File: src/rtl/alu_pkg.sv
// -----------------------------------------------------------------------------
// alu_pkg
// Shared encodings for the execute stage:
//   alu_op_e   - ALU operation select (ADD = b+a, SUB = b-a, AND, XOR)
//   cond_e     - branch / cmov condition select
//   CC_ZF/SF/OF - bit positions inside the {ZF,SF,OF} condition-code vector
//   CC_RESET_DEFAULT - condition-code value after reset (ZF set)
//   cond_eval()      - evaluates a condition against a condition-code vector
// -----------------------------------------------------------------------------
package alu_pkg;

    typedef enum logic [1:0] {
        ALU_ADD = 2'd0,
        ALU_SUB = 2'd1,
        ALU_AND = 2'd2,
        ALU_XOR = 2'd3
    } alu_op_e;

    typedef enum logic [2:0] {
        C_ALWAYS = 3'd0,
        C_LE     = 3'd1,
        C_L      = 3'd2,
        C_E      = 3'd3,
        C_NE     = 3'd4,
        C_GE     = 3'd5,
        C_G      = 3'd6,
        C_NEVER  = 3'd7
    } cond_e;

    localparam int CC_ZF = 2;
    localparam int CC_SF = 1;
    localparam int CC_OF = 0;

    localparam logic [2:0] CC_RESET_DEFAULT = 3'b100;

    // Signed comparisons follow from the flags of (b - a): "less" is SF != OF.
    function automatic logic cond_eval(input cond_e cond, input logic [2:0] cc);
        logic zf;
        logic lt;
        zf = cc[CC_ZF];
        lt = cc[CC_SF] ^ cc[CC_OF];
        unique case (cond)
            C_ALWAYS: cond_eval = 1'b1;
            C_LE:     cond_eval = lt | zf;
            C_L:      cond_eval = lt;
            C_E:      cond_eval = zf;
            C_NE:     cond_eval = !zf;
            C_GE:     cond_eval = !lt;
            C_G:      cond_eval = !lt && !zf;
            C_NEVER:  cond_eval = 1'b0;
        endcase
    endfunction

endpackage

File: src/rtl/alu_core.sv
// -----------------------------------------------------------------------------
// alu_core
// Purely combinational ALU: result and {ZF,SF,OF} from op, a, b.
// ADD and SUB share one ripple-carry adder; SUB feeds ~a with carry-in 1.
// Ports:
//   op_i      ALU operation (alu_op_e)
//   a_i, b_i  operands (signed two's complement, WIDTH bits)
//   result_o  b op a, modulo 2^WIDTH
//   flags_o   {ZF,SF,OF}; OF = carry into MSB ^ carry out of MSB for ADD/SUB,
//             0 for logic ops
// -----------------------------------------------------------------------------
module alu_core
    import alu_pkg::*;
#(
    parameter int WIDTH = 64
) (
    input  alu_op_e            op_i,
    input  logic [WIDTH-1:0]   a_i,
    input  logic [WIDTH-1:0]   b_i,
    output logic [WIDTH-1:0]   result_o,
    output logic [2:0]         flags_o
);

    logic             is_sub;
    logic [WIDTH-1:0] a_eff;
    logic [WIDTH-1:0] sum;
    logic [WIDTH:0]   carry;
    logic             add_of;

    assign is_sub = (op_i == ALU_SUB);
    assign a_eff  = is_sub ? ~a_i : a_i;

    // Explicit ripple chain so the carry into the MSB is directly observable.
    always_comb begin
        // NOTE: every signal written here gets a value before any branch or
        // loop, otherwise synthesis infers a latch to hold the old value.
        carry    = '0;
        sum      = '0;
        carry[0] = is_sub;
        for (int i = 0; i < WIDTH; i++) begin
            sum[i]     = b_i[i] ^ a_eff[i] ^ carry[i];
            carry[i+1] = (b_i[i] & a_eff[i]) | (carry[i] & (b_i[i] ^ a_eff[i]));
        end
    end

    assign add_of = carry[WIDTH-1] ^ carry[WIDTH];

    always_comb begin
        result_o       = sum;
        flags_o        = '0;
        flags_o[CC_OF] = 1'b0;
        unique case (op_i)
            ALU_ADD, ALU_SUB: begin
                result_o       = sum;
                flags_o[CC_OF] = add_of;
            end
            ALU_AND: result_o = b_i & a_i;
            ALU_XOR: result_o = b_i ^ a_i;
        endcase
        flags_o[CC_ZF] = (result_o == '0);
        flags_o[CC_SF] = result_o[WIDTH-1];
    end

endmodule

File: src/rtl/alu_cc_execute.sv
// -----------------------------------------------------------------------------
// alu_cc_execute
// Registered execute stage: one ALU op per accepted input, a one-deep output
// register towards the memory stage, and the architectural condition codes.
// Ports:
//   clk, rst            clock; synchronous active-high reset
//   in_valid / in_ready upstream handshake (in_ready = !out_valid || out_ready)
//   in_op, in_a, in_b   ALU op and operands (result = b op a)
//   in_set_cc           load cc_q with this op's flags on accept
//   in_cond             condition evaluated against cc_q before this op's update
//   out_valid/out_ready downstream handshake
//   out_result, out_flags, out_cnd  registered result, flags, condition outcome
//   cc_q                architectural {ZF,SF,OF}
//   stat_ops, stat_ovf  accept / overflow counters (only with EXEC_STATS_EN)
// Build option: define EXEC_STATS_EN to add the statistics counters.
// -----------------------------------------------------------------------------
module alu_cc_execute
    import alu_pkg::*;
#(
    parameter int         WIDTH    = 64,
    parameter logic [2:0] CC_RESET = CC_RESET_DEFAULT
) (
    input  logic             clk,
    input  logic             rst,
    input  logic             in_valid,
    output logic             in_ready,
    input  logic [1:0]       in_op,
    input  logic [WIDTH-1:0] in_a,
    input  logic [WIDTH-1:0] in_b,
    input  logic             in_set_cc,
    input  logic [2:0]       in_cond,
    output logic             out_valid,
    input  logic             out_ready,
    output logic [WIDTH-1:0] out_result,
    output logic [2:0]       out_flags,
    output logic             out_cnd,
`ifdef EXEC_STATS_EN
    output logic [31:0]      stat_ops,
    output logic [31:0]      stat_ovf,
`endif
    output logic [2:0]       cc_q
);

    logic             valid_q,  valid_d;
    logic [WIDTH-1:0] result_q, result_d;
    logic [2:0]       flags_q,  flags_d;
    logic             cnd_q,    cnd_d;
    logic [2:0]       cc_d;

    logic             accept;
    logic [WIDTH-1:0] alu_result;
    logic [2:0]       alu_flags;

    alu_core #(
        .WIDTH (WIDTH)
    ) u_alu_core (
        .op_i     (alu_op_e'(in_op)),
        .a_i      (in_a),
        .b_i      (in_b),
        .result_o (alu_result),
        .flags_o  (alu_flags)
    );

    // The slot is free when empty or being drained this cycle.
    assign in_ready = !valid_q || out_ready;
    assign accept   = in_valid && in_ready;

    always_comb begin
        valid_d  = valid_q;
        result_d = result_q;
        flags_d  = flags_q;
        cnd_d    = cnd_q;
        cc_d     = cc_q;
        if (accept) begin
            valid_d  = 1'b1;
            result_d = alu_result;
            flags_d  = alu_flags;
            // Uses cc_q as it stands, i.e. before this op's own update.
            cnd_d    = cond_eval(cond_e'(in_cond), cc_q);
            if (in_set_cc) begin
                cc_d = alu_flags;
            end
        end else if (out_ready) begin
            valid_d = 1'b0;
        end
    end

    // NOTE: sequential state uses non-blocking assignments so every register
    // samples the pre-edge value of its inputs, independent of statement order.
    always_ff @(posedge clk) begin
        if (rst) begin
            // NOTE: the data registers are reset too (not just valid) because
            // their post-reset value is architecturally visible.
            valid_q  <= 1'b0;
            result_q <= '0;
            flags_q  <= '0;
            cnd_q    <= 1'b0;
            cc_q     <= CC_RESET;
        end else begin
            valid_q  <= valid_d;
            result_q <= result_d;
            flags_q  <= flags_d;
            cnd_q    <= cnd_d;
            cc_q     <= cc_d;
        end
    end

    assign out_valid  = valid_q;
    assign out_result = result_q;
    assign out_flags  = flags_q;
    assign out_cnd    = cnd_q;

`ifdef EXEC_STATS_EN
    logic [31:0] stat_ops_q, stat_ovf_q;

    always_ff @(posedge clk) begin
        if (rst) begin
            stat_ops_q <= '0;
            stat_ovf_q <= '0;
        end else if (accept) begin
            stat_ops_q <= stat_ops_q + 32'd1;
            if (alu_flags[CC_OF]) begin
                stat_ovf_q <= stat_ovf_q + 32'd1;
            end
        end
    end

    assign stat_ops = stat_ops_q;
    assign stat_ovf = stat_ovf_q;
`endif

endmodule

File: config.mk
export PLATFORM = sky130hd
export DESIGN_NAME = alu_cc_execute
export DESIGN_NICKNAME = d
export VERILOG_FILES = /design/src/rtl/alu_pkg.sv /design/src/rtl/alu_core.sv /design/src/rtl/alu_cc_execute.sv
export SDC_FILE = /design/constraint.sdc
export NUM_CORES = 1
export LEC_CHECK = 0
export CAP_MARGIN = 15
export CELL_PAD_IN_SITES_DETAIL_PLACEMENT = 1
export CELL_PAD_IN_SITES_GLOBAL_PLACEMENT = 2
export CORE_MARGIN = 3
export CORE_UTILIZATION = 31
export CTS_CLUSTER_DIAMETER = 30
export DETAILED_ROUTE_END_ITERATION = 8
export PLACE_DENSITY = 0.95
export SLEW_MARGIN = 15
export SYNTH_ARGS = -nofsm -noshare
export SYNTH_HDL_FRONTEND = slang
export SYNTH_SLANG_ARGS = --single-unit
File: constraint.sdc
create_clock -name clk -period 88.3 [get_ports clk]
set_input_delay 13.245 -clock clk [delete_from_list [all_inputs] [get_ports clk]]
set_output_delay 13.245 -clock clk [all_outputs]
set_load 0.02 [all_outputs]
==> results of run 1 <==
[state kept, by name, indices dropped and copies added (netlist names)]
| register | count |
|---|---|
| out_result | 63 |
| out_cnd | 1 |
| out_flags | 3 |
| cc_q | 3 |
| out_valid | 1 |
[layout make-up]
type,instances,area (µm²),share of cell area
sequential,71,1420,0.149
clock buffer,10,229,0.0241
antenna,1,2.50,0.000263
tap,280,350,0.0368
inverter,65,244,0.0257
multi-input combinational,568,5030,0.529
timing repair buffer,217,2140,0.225
clock inverter,6,92.6,0.00973
[per-stage QoR]
| stage | total power (µW) | cell area (µm²) | hold WS, ps | utilization |
|---|---|---|---|---|
| floorplan | 71.5 | 6930 | 535 | - |
| detailed placement | 99.2 | 9190 | 449 | 0.420 |
| CTS | 138 | 9510 | 456 | 0.434 |
| finish | 137 | 9510 | 453 | 0.434 |
| global route | 146 | 9510 | 478 | 0.434 |
| global placement | 97.1 | 9190 | 445 | 0.420 |
[power groups by stage]
stage / clock [µW] / sequential, µW / combinational [µW]
floorplan: 0 / 41.4 / 30.1
global placement: 0 / 38.0 / 59.1
detailed placement: 0 / 38.1 / 61.1
CTS: 39.5 / 37.4 / 61.2
global route: 41.2 / 37.8 / 67.0
finish: 38.6 / 37.3 / 60.6
[cells in the final DEF (no fill, tap or decap), types with 2 or more instances in the layout]
cell / instances
xnor2_1: 60
clkbuf_16: 9
buf_4: 9
clkinvlp_4: 2
ha_1: 64
bufinv_16: 2
nor2_1: 8
clkdlybuf4s50_1: 207
nor3_1: 2
xor2_1: 5
nand4_1: 4
nand2b_1: 2
fa_1: 63
o21ai_0: 2
a21oi_1: 73
dfxtp_1: 71
mux2i_1: 124
inv_1: 65
nand2_1: 133
nand3_1: 2
mux2_2: 2
nor4_1: 16
[logic make-up after synthesis]
logic type,share of synthesized area
AND/OR/NAND/NOR,0.104
multiplexers,0.182
buffers and inverters,0.0705
AO/OA/AOI/OAI,0.0578
flip-flops,0.205
adder cells (fa/ha/maj),0.298
XOR/XNOR,0.0822
[tightest hold or removal path: cells and delay by family (launching register included)]
| family | cells | cell delay (ps) |
|---|---|---|
| compound gates | 1 | 50 |
| flops | 1 | 300 |
| simple gates | 1 | 50 |
[per-layer routing]
layer	vias up	global-route usage	wire, µm
met4	4	0.0717	737
met1	2770	0.264	10500
li1	2839	-	-
met5	-	0	27
met3	40	0.0292	1280
met2	176	0.299	10700
[worst max-delay path by stage]
stage	startpoint	endpoint	slack, ps	depth (start not counted)
after detailed placement	in_op[1]	out_flags[2]	45200	77
final	in_op[1]	out_flags[2]	45850	77
after global placement	in_op[1]	out_flags[2]	45630	77
after floorplan	in_op[1]	out_flags[2]	46600	79
after CTS	in_op[1]	out_flags[2]	45480	77
after global routing	in_op[1]	out_flags[2]	44570	77
==> results.yml, run 1 <==
cts:
  clkLatencyLatePin_ps: 330
  post_cts_buffers: 0
  cts_tree: "yes"
  cts_resized: 0
  cts_made_buffers: 9
  cts-root-buf: "clkbuf_16"
  clock-sinks: 71
  clkTransAtPathRegs_ps: 60
  cts_buffer_depth: 2
  hold_buffers: 0
  htreeDepth: 3
synth:
  syn_nets: 1015
  synth_seq_cells: 71
  synthArstFlopShare: 0
  synthCells: 750
  yosysWarnings: 0
  netlist.area_leader.share: 0.205
  ys.flop_type: "dfxtp_1"
  synth.area.top_cells: "dfxtp_1, fa_1, mux2i_1"
  synth_cell_types: 28
  yosysMostFrequentCell: "nand2_1"
  yosysSeqAreaShare: 0.205
  syn_avg_cell_area_um2: 9.23
  synth_edf_count: 0
  synth_top_area_cell: "dfxtp_1"
  netlist_area_um2: 6930
  synth_commonest_cells: "nand2_1, mux2i_1, a21oi_1"
worst_setup_path:
  start_kind: "input pin"
  regToRegSetupSlack_ps: 86470
  critical_path_buf_inv_count: 6
  max_stage_delay_ps: 560
  rr_startpoint: "out_valid"
  arrival_ps: 42700
  critPathTopFamily: "adder cells"
  cp-end-kind: "flop"
  path_max_fanout: 31
  r2r_end: "cc_q[2]"
  ff2ff_path_depth: 6
  crit_top_cell: "fa_1"
  crit_required_ps: 88550
  slowest_stage: "or4_4"
  crit_type: "input pin to flop"
place:
  gp_congestion: 0.854
  dpl.hpwl_mm: 19.4
  dp_worst_setup_slack_ps: 45200
  io_buffers: 210
  dp_cells: 1201
die:
  core_um2: 21900
  initial_core_util: 0.316
  fp-row-count: 54
  die_h_um: 155
  ios: 211
  die_w_um: 155
  die-area_um2: 24200
power_and_ir_drop:
  vdd.ir_drop.worst_uv: 9.93
  pwr_density_cell_nw_per_um2: 14.4
  netSwitchingFraction: 0.363
  power_leakage_uw: 0.00406
  p_int_uw: 86.9
  p_sw_uw: 49.6
  p_comb_frac: 0.444
  power_frac_seq: 0.273
  p_clk_frac: 0.283
sta:
  rsz0062_at_grt: "no"
  hold_viol: 0
  setup_tns_ps: 0
  skew_ps: 8.33
  slew_headroom: 0.232
  tightest_slew_ps: 1150
  max_freq_mhz: 23.6
  min_period_ps: 42450
  maxSlewViolCount: 0
  fin_crit_sh: 0.481
  finalSetupViolCount: 0
  setup_ws_ps: 45850
detailed_routing:
  drtAntennaViolNets: 0
  via_count: 5829
  wl_per_cell_um: 19.1
  dr.pass1.iters: 4
  route.detailed.drc: 0
  via_per_inst: 4.79
  first_iter_violations: 294
  routed_wirelength_mm: 23.3
cells_and_area:
  area_growth_pct: 37.3
  fin_nets: 1197
  n_fill_cell: 2501
  drive_gt1_frac: 0.0342
  final_cell_count_no_fill: 1218
global_routing:
  overflow: 0
  grt_usage: 0.190
  antenna_found_initial: 3
  grt_max_degree: 72
  grt_pass1_vias: 6392
  grt_pass1_wl_mm: 35.6
status:
  status: "finished clean"
min_path:
  worstHoldStart: "out_result[26]"
  whs_endpoint: "out_result[26]"
  hold_class: "flop to flop"
  hold_depth: 2
flow_run:
  max_cap_violations: 0
(Power assumes the default switching activity.)
==> run 2: changes to the inputs <==
--- a/config.mk
+++ b/config.mk
@@ -9,10 +9,10 @@
 export CELL_PAD_IN_SITES_DETAIL_PLACEMENT = 1
 export CELL_PAD_IN_SITES_GLOBAL_PLACEMENT = 2
 export CORE_MARGIN = 3
-export CORE_UTILIZATION = 31
+export CORE_UTILIZATION = 26
 export CTS_CLUSTER_DIAMETER = 30
 export DETAILED_ROUTE_END_ITERATION = 8
-export PLACE_DENSITY = 0.95
+export PLACE_DENSITY = 0.86
 export SLEW_MARGIN = 15
 export SYNTH_ARGS = -nofsm -noshare
 export SYNTH_HDL_FRONTEND = slang
==> constraint.sdc (replaced) <==
create_clock -name clk -period 36.1 [get_ports clk]
set_input_delay 5.415 -clock clk [delete_from_list [all_inputs] [get_ports clk]]
set_output_delay 5.415 -clock clk [all_outputs]
set_load 0.02 [all_outputs]
==> run 2 against run 1 <==
  * Sequential share of layout area down 0.068 points
  * Cell count up 4.4%
  * Setup slack worse by 44000 ps
  * Sequential power up 140%
  * Register-to-register slack worse by 52000 ps
  * Non-clock buffer count unchanged
  * Sequential cell count unchanged
  * Global-route usage down 2.3 points
  * Clock power up 130%
  * Power up 140%
  * Critical path depth down 2
  * Clock skew about the same
  * Critical endpoint unchanged
  * Largest power group unchanged
  * Highest routed layer unchanged
==> results.yml, run 2 (same netlist as run 1, synthesis figures left out) <==
status:
  status: "finished clean"
detailed_routing:
  via_per_inst: 4.62
  dr.pass1.iters: 5
  via_count: 5878
  route.detailed.drc: 0
  first_iter_violations: 255
  drtAntennaViolNets: 0
  wl_per_cell_um: 19.4
  routed_wirelength_mm: 24.7
sta:
  fin_crit_sh: 0.954
  hold_viol: 0
  maxSlewViolCount: 0
  finalSetupViolCount: 0
  max_freq_mhz: 29.0
  slew_headroom: 0.278
  setup_ws_ps: 1640
  hold_slack_ps: 452
  tightest_slew_ps: 1080
  skew_ps: 8.09
  setup_tns_ps: 0
  min_period_ps: 34460
  rsz0062_at_grt: "no"
worst_setup_path:
  slowest_stage: "or4_4"
  arrival_ps: 34710
  rr_startpoint: "out_valid"
  r2r_end: "cc_q[2]"
  regToRegSetupSlack_ps: 34250
  critPathTopFamily: "adder cells"
  crit_top_cell: "fa_1"
  max_stage_delay_ps: 560
  critical_path_buf_inv_count: 5
  startpoint: "in_op[0]"
  crit_required_ps: 36360
  start_kind: "input pin"
  cp-end-kind: "flop"
  crit_type: "input pin to flop"
  ff2ff_path_depth: 6
  path_max_fanout: 28
min_path:
  whs_endpoint: "out_result[13]"
  hold_depth: 2
  worstHoldStart: "out_result[13]"
  hold_class: "flop to flop"
place:
  dp_cells: 1256
  dp_worst_setup_slack_ps: 1010
  gp_congestion: 0.836
  dpl.hpwl_mm: 20.6
  io_buffers: 210
cells_and_area:
  multi_input_area_um2: 5030
  n_fill_cell: 3031
  fin_nets: 1197
  register_area_um2: 1420
  largest_reg_flops: 63
  area_growth_pct: 38.0
  mostFrequentLayoutCell: "clkdlybuf4s50_1"
  final_cell_count_no_fill: 1272
  final_cell_mix: "clkdlybuf4s50_1, nand2_1, mux2i_1"
  drive_gt1_frac: 0.0342
  num_antenna_cells: 0
cts:
  clkTransAtPathRegs_ps: 60
  post_cts_buffers: 0
  cts_tree: "yes"
  clkLatencyLatePin_ps: 340
  cts-root-buf: "clkbuf_16"
  clock-sinks: 71
  cts_made_buffers: 9
  cts_buffer_depth: 2
  hold_buffers: 0
  htreeDepth: 3
  cts_resized: 0
die:
  die_w_um: 169
  ios: 211
  die-area_um2: 28600
  initial_core_util: 0.265
  die_h_um: 169
  core_um2: 26100
  fp-row-count: 59
power_and_ir_drop:
  power_uw: 331
  vdd.ir_drop.worst_uv: 22.3
  pwr_density_cell_nw_per_um2: 34.6
  power_leakage_uw: 0.00404
global_routing:
  grt_pass1_vias: 6270
  antenna_found_initial: 4
  grt_pass1_wl_mm: 36.6
  grt_usage: 0.167
  overflow: 0
  grt_max_degree: 72
flow_run:
  max_cap_violations: 0
## run 2: where the power goes
| group | switching, µW | total, µW | internal [µW] |
|---|---|---|---|
| clock | 35.5 | 89.3 | 53.8 |
| sequential | 4.98 | 91.3 | 86.3 |
| combinational | 84.7 | 150 | 65.5 |
| total | 125 | 331 | 206 |
## run 2: per-layer routing
layer | part of all wire | wire (µm) | global-route usage
met1 | 0.47 | 11600 | 0.233
met2 | 0.46 | 11300 | 0.265
met3 | 0.052 | 1290 | 0.0317
met4 | 0.022 | 537 | 0.0498
met5 | 0.0022 | 54 | 0
## run 2: worst max-delay path by stage
stage	to	slack [ps]	cells after the start
2_1_floorplan	out_flags[2]	2230	79
3_3_place_gp	out_flags[2]	1450	75
3_5_place_dp	out_flags[2]	1010	75
4_1_cts	out_flags[2]	1330	75
5_1_grt	out_flags[2]	400	75
6_report	out_flags[2]	1640	75
## run 2: tightest hold or removal path, delay by kind of cell (launching register included)
family	cells	cell delay (ps)
AND/OR/NAND/NOR	1	50
flip-flops	1	300
AO/OA/AOI/OAI	1	50
## run 2: through the flow
stage,util,cell area (µm²)
after floorplan,-,6930
after global placement,0.354,9260
after detailed placement,0.354,9260
after CTS,0.366,9560
after global routing,0.366,9560
final,0.366,9560
## run 2: final cells by class
type	instances	share of cell area
Multi-Input combinational cell	568	0.526
Sequential cell	71	0.149
Timing Repair Buffer	217	0.224
Clock inverter	6	0.00733
Inverter	65	0.0255
Clock buffer	10	0.0240
Tap cell	335	0.0439
